File: src/rtl/time_setter.sv
// Time-set controller: captures the running time, steps hour then minute with
// inc/dec buttons (hold to auto-repeat), and commits with a one-cycle load strobe.
module time_setter #(
    parameter int HOLD_CYCLES    = 50,
    parameter int REPEAT_CYCLES  = 10,
    parameter int TIMEOUT_CYCLES = 1000
) (
    input  logic       clk,
    input  logic       reset,
    input  logic       mode_btn,
    input  logic       inc_btn,
    input  logic       dec_btn,
    input  logic [7:0] countHr,
    input  logic [7:0] countMin,
    output logic [7:0] setHour,
    output logic [7:0] setMin,
    output logic       load,
    output logic       abort,
    output logic       setting,
    output logic       field
);

    typedef enum logic [1:0] {ST_IDLE, ST_SET_HR, ST_SET_MIN, ST_COMMIT} state_t;

    localparam logic [15:0] HOLD_LAST  = 16'(HOLD_CYCLES - 1);
    localparam logic [15:0] HOLD_RELD  = 16'(HOLD_CYCLES - REPEAT_CYCLES);
    localparam logic [15:0] IDLE_LAST  = 16'(TIMEOUT_CYCLES - 1);
    localparam logic [7:0]  HR_MAX     = 8'd23;
    localparam logic [7:0]  MIN_MAX    = 8'd59;

    state_t      r_state, w_next_state;
    logic        r_mode_q, r_inc_q, r_dec_q;
    logic [15:0] r_hold_cnt, w_hold_nxt;
    logic [15:0] r_idle_cnt, w_idle_nxt;
    logic        r_rep_en, w_rep_nxt;
    logic [7:0]  r_set_hour, r_set_min, w_hour_nxt, w_min_nxt;
    logic        r_load, r_abort, r_setting, r_field;

    logic w_mode_rise, w_inc_rise, w_dec_rise, w_any_rise;
    logic w_in_set, w_inc_only, w_dec_only;
    logic w_up, w_dn, w_step, w_timeout;

    function automatic logic [7:0] f_inc_wrap(input logic [7:0] v, input logic [7:0] max);
        return (v >= max) ? 8'd0 : v + 8'd1;
    endfunction

    function automatic logic [7:0] f_dec_wrap(input logic [7:0] v, input logic [7:0] max);
        return (v == 8'd0) ? max : v - 8'd1;
    endfunction

    function automatic logic [7:0] f_capture(input logic [7:0] v, input logic [7:0] max);
        return (v > max) ? 8'd0 : v;
    endfunction

    assign w_mode_rise = mode_btn & ~r_mode_q;
    assign w_inc_rise  = inc_btn & ~r_inc_q;
    assign w_dec_rise  = dec_btn & ~r_dec_q;
    assign w_any_rise  = w_mode_rise | w_inc_rise | w_dec_rise;
    assign w_in_set    = (r_state == ST_SET_HR) || (r_state == ST_SET_MIN);
    assign w_inc_only  = inc_btn & ~dec_btn;
    assign w_dec_only  = dec_btn & ~inc_btn;

    // Auto-repeat is armed only by a single-button rise; pressing both disarms it.
    always_comb begin
        w_up       = 1'b0;
        w_dn       = 1'b0;
        w_hold_nxt = 16'd0;
        w_rep_nxt  = 1'b0;
        if (w_in_set && (w_inc_only || w_dec_only)) begin
            if ((w_inc_only && w_inc_rise) || (w_dec_only && w_dec_rise)) begin
                w_up      = w_inc_only;
                w_dn      = w_dec_only;
                w_rep_nxt = 1'b1;
            end else if (r_rep_en) begin
                w_rep_nxt = 1'b1;
                if (r_hold_cnt == HOLD_LAST) begin
                    w_up       = w_inc_only;
                    w_dn       = w_dec_only;
                    w_hold_nxt = HOLD_RELD;
                end else begin
                    w_hold_nxt = r_hold_cnt + 16'd1;
                end
            end
        end
    end

    assign w_step    = w_in_set & ~w_mode_rise & (w_up | w_dn);
    assign w_timeout = w_in_set & ~w_mode_rise & ~w_step & ~w_any_rise
                       & (r_idle_cnt == IDLE_LAST);

    always_ff @(posedge clk) begin
        if (reset) r_state <= ST_IDLE;
        else       r_state <= w_next_state;
    end

    always_comb begin
        w_next_state = r_state;
        case (r_state)
            ST_IDLE:    if (w_mode_rise) w_next_state = ST_SET_HR;
            ST_SET_HR:  if (w_mode_rise) w_next_state = ST_SET_MIN;
                        else if (w_timeout) w_next_state = ST_IDLE;
            ST_SET_MIN: if (w_mode_rise) w_next_state = ST_COMMIT;
                        else if (w_timeout) w_next_state = ST_IDLE;
            default:    w_next_state = ST_IDLE;
        endcase
    end

    always_comb begin
        w_hour_nxt = r_set_hour;
        w_min_nxt  = r_set_min;
        if (r_state == ST_IDLE && w_mode_rise) begin
            w_hour_nxt = f_capture(countHr, HR_MAX);
            w_min_nxt  = f_capture(countMin, MIN_MAX);
        end else if (w_step && r_state == ST_SET_HR) begin
            w_hour_nxt = w_up ? f_inc_wrap(r_set_hour, HR_MAX) : f_dec_wrap(r_set_hour, HR_MAX);
        end else if (w_step && r_state == ST_SET_MIN) begin
            w_min_nxt  = w_up ? f_inc_wrap(r_set_min, MIN_MAX) : f_dec_wrap(r_set_min, MIN_MAX);
        end

        w_idle_nxt = 16'd0;
        if (w_in_set && !w_any_rise && !w_step && !w_timeout)
            w_idle_nxt = r_idle_cnt + 16'd1;
    end

    always_ff @(posedge clk) begin
        if (reset) begin
            r_mode_q   <= 1'b0;
            r_inc_q    <= 1'b0;
            r_dec_q    <= 1'b0;
            r_hold_cnt <= 16'd0;
            r_idle_cnt <= 16'd0;
            r_rep_en   <= 1'b0;
            r_set_hour <= 8'd0;
            r_set_min  <= 8'd0;
            r_load     <= 1'b0;
            r_abort    <= 1'b0;
            r_setting  <= 1'b0;
            r_field    <= 1'b0;
        end else begin
            r_mode_q   <= mode_btn;
            r_inc_q    <= inc_btn;
            r_dec_q    <= dec_btn;
            r_hold_cnt <= w_hold_nxt;
            r_idle_cnt <= w_idle_nxt;
            r_rep_en   <= w_rep_nxt;
            r_set_hour <= w_hour_nxt;
            r_set_min  <= w_min_nxt;
            r_load     <= (w_next_state == ST_COMMIT);
            r_abort    <= w_timeout;
            r_setting  <= (w_next_state == ST_SET_HR) || (w_next_state == ST_SET_MIN);
            r_field    <= (w_next_state == ST_SET_MIN);
        end
    end

    assign setHour = r_set_hour;
    assign setMin  = r_set_min;
    assign load    = r_load;
    assign abort   = r_abort;
    assign setting = r_setting;
    assign field   = r_field;

endmodule

File: config.mk
export PLATFORM = sky130hd
export DESIGN_NAME = time_setter
export DESIGN_NICKNAME = d
export VERILOG_FILES = /design/src/rtl/time_setter.sv
export SDC_FILE = /design/constraint.sdc
export NUM_CORES = 1
export LEC_CHECK = 0
export CAP_MARGIN = 10
export CORE_MARGIN = 5
export CORE_UTILIZATION = 50
export DETAILED_ROUTE_END_ITERATION = 12
export GPL_TIMING_DRIVEN = 0
export PLACE_DENSITY = 0.82
export SYNTH_ARGS = -nofsm -noshare
export SYNTH_HDL_FRONTEND = slang
export SYNTH_SLANG_ARGS = --single-unit
File: constraint.sdc
create_clock -name clk -period 6 [get_ports clk]
set_input_delay 0.6 -clock clk [delete_from_list [all_inputs] [get_ports clk]]
set_output_delay 0.6 -clock clk [all_outputs]
set_load 0.03 [all_outputs]
==> results.cfg <==
[run_status]
status = finished, final reports clean

[timing]
final.min_clock_period_ps = 2824
timing.final.crit_share_pct = 47.06
fin_hold_ws_ps = 458.1
slew_headroom_pct = 56.24
tns_ps = 0
clock.fmax_mhz = 354.2
clock_skew_ps = 9.834
slew_viol_final = 0
setup_viol = 0
worst_pin_slew_ps = 651.4
hold_viol = 0
rsz0062_at_grt = false

[floorplan]
die_height_um = 91.74
io_pins = 41
die_w_um = 91.74
rows = 29
dieArea_um2 = 8416
core_um2 = 6422
initial_utilization_pct = 52.02

[clock_tree]
hold_buffers = 0
postCtsSetupBuffers = 0
cts_htree_levels = 3
clock_latency_ps = 350
cts_root_buf = clkbuf_8
clockBufferDepth = 2
numCtsBuffers = 9
cts_sinks = 58
clkTransAtPathRegs_ps = 60
cts.repair.resized = 0
cts_tree = built

[synthesis]
synth-seq-cells = 58
synth_top_family_by_area = simple AND/OR/NAND/NOR gates
yosysTopAreaCellShare_pct = 34.76
synth_area_leader_cell = dfxtp_1
syn_nets = 450
synth_compound_area_share_pct = 16.67
async_flop_share_pct = 0
synth_enable_flop_cells = 0
ys_types = 60
synthTopCellsByCount = nor2_1 (72), dfxtp_1 (58), nand3_1 (24)
synthTopCellsByArea = dfxtp_1 (35%), nor2_1 (8.1%), ha_1 (6.4%), xor2_1 (4.7%), nand3_1 (3.6%)
synth_ff_type = dfxtp_1
avgSynthCellArea_um2 = 8.109
synth-seq-area-share_pct = 34.76
synth_area_um2 = 3341
synthMuxAreaShare_pct = 1.573
synth_fa_ha_area_share_pct = 6.367
synthSimpleGateAreaFrac_pct = 28.88
syn_inst = 412
synth_xor_area_share_pct = 7.603
synth_warnings = 0
synth_most_common_cell = nor2_1

[power_and_ir_drop]
p_sw_uw = 251.7
ir_drop_v = 0.0001875
sequentialPowerShare_pct = 44.1
swShare_pct = 27.63
power.density_nw_per_um2 = 226.4
clkPwrFrac_pct = 38.7
internal_power_uw = 659.1
p_total_uw = 910.8
p_comb_share_pct = 17.2
p_leak_nw = 1.411

[global_route]
antenna_found_initial = 0
track_usage_pct = 19.75
grt_max_degree = 11
grt_overflow = 0
grt_pass1_vias = 3063
grt_pass1_wl_um = 13790

[setup_path]
cp.arrival_ps = 3100
reg2reg_from = r_hold_cnt[0]$_SDFF_PP0_
slowest_stage = clkdlybuf4s50_1
crit_fanout = 3
crit_family = simple AND/OR/NAND/NOR gates
path_cells = clkdlybuf4s50_1 > inv_1 > ha_1 > nand2b_1 > nor2_1 > o21ai_0 > nand3_1 > o221ai_1 > or2_2 > ha_1 > nor2_1
cp_num_buf_inv = 2
regToRegSetupSlack_ps = 3430
crit_path_end_kind = flop
worst-setup-path-type = primary input to flop
r2r_cells = 9
timing.rr.end = setting$_SDFF_PP0_
required_ps = 6270
cpPeakStageDelay_ps = 500
startpoint_type = primary input

[detailed_routing]
wl_um = 8137
vias_per_cell = 5.882
ant_nets = 0
drc = 0
firstDrtPassIters = 5
wire_per_inst_um = 14.96
vias = 3200
drtIter0Drc = 178

[layout]
area_delta_synth_final_pct = 20.41
finish.utilization_pct = 62.63
diodes = 0
fin_cells = 544
drive_above_1_share_pct = 5.567
nets = 501

[worst_hold_path]
min_path_type = flop to flop
min_path_cells = 1
min_from = r_idle_cnt[0]$_SDFF_PP0_
hold_end = r_idle_cnt[0]$_SDFF_PP0_

[place]
dp_cells = 529
place_hpwl_um = 5893
gp_congestion = 0.9217
numPortBuffers = 40

[run]
drv_cap = 0
## how the worst max path moves through the flow
| stage | start | endpoint | slack [ps] | cells past startpoint |
|---|---|---|---|---|
| finish | inc_btn | setting$_SDFF_PP0_ | 3180 | 11 |
| global route | inc_btn | setMin[2]$_SDFFE_PP0P_ | 2900 | 9 |
| CTS | inc_btn | setting$_SDFF_PP0_ | 3190 | 11 |
| detailed placement | inc_btn | setting$_SDFF_PP0_ | 2850 | 11 |
| global placement | inc_btn | setting$_SDFF_PP0_ | 2940 | 11 |
| floorplan | inc_btn | setting$_SDFF_PP0_ | 3650 | 10 |
## area by class of cell
type	count	area, um2
fill	558	2400
clock buffer	12	145.1
inverter	20	75.07
buffer	13	63.81
sequential	58	1161
clock inverter	3	40.04
multi-input combinational	321	2041
tap	77	96.34
timing repair buffer	40	400.4
## logic make-up after synthesis
logic type | after synthesis
AO/OA/AOI/OAI | 79
XOR/XNOR | 29
adder cells (fa/ha/maj) | 17
buffers and inverters | 33
flip-flops | 58
multiplexers | 5
AND/OR/NAND/NOR | 191
## cells in the final DEF, fill, tap and decap left out, drive strengths merged, types with 12 or more instances in the layout
cell	Yosys	final
dfxtp	58	58
xor2	18	18
clkdlybuf4s50	0	40
nand3	24	24
nor3	16	16
ha	17	17
clkbuf	10	22
nand4	12	12
nand2	20	20
nor2	73	73
inv	20	20
a21oi	16	16
## flip-flops by register name (all words and copies together), names as in the netlist
name and cells:
abort 1, field 1, load 1, r_dec_q 1, r_hold_cnt 16, r_idle_cnt 16
r_inc_q 1, r_mode_q 1, r_rep_en 1, r_state 2, setHour 8, setMin 8
setting 1
## per-layer routing
metal | up-vias | track usage, % | share of wire, %
met5 | - | 0 | 0
met3 | 15 | 4.501 | 6.7
met2 | 120 | 32.44 | 47
met1 | 1475 | 25.03 | 45
li1 | 1590 | - | -
met4 | 0 | 8.168 | 1.7
## per-stage QoR
| stage | setup WS, ps | area [um2] |
|---|---|---|
| after global placement | 2936 | 3837 |
| after CTS | 3192 | 4023 |
| after global routing | 2902 | 4023 |
| final | 3176 | 4023 |
| after floorplan | 3649 | 3341 |
| after detailed placement | 2849 | 3837 |
## power by group through the flow
stage,Combinational [mW],Sequential [mW],Clock (mW)
after detailed placement,0.153,0.410,0
after global routing,0.171,0.403,0.376
after global placement,0.149,0.410,0
final,0.157,0.402,0.352
after floorplan,0.0908,0.421,0
after CTS,0.154,0.402,0.356
Note: power is estimated with default switching activity, not from simulation.
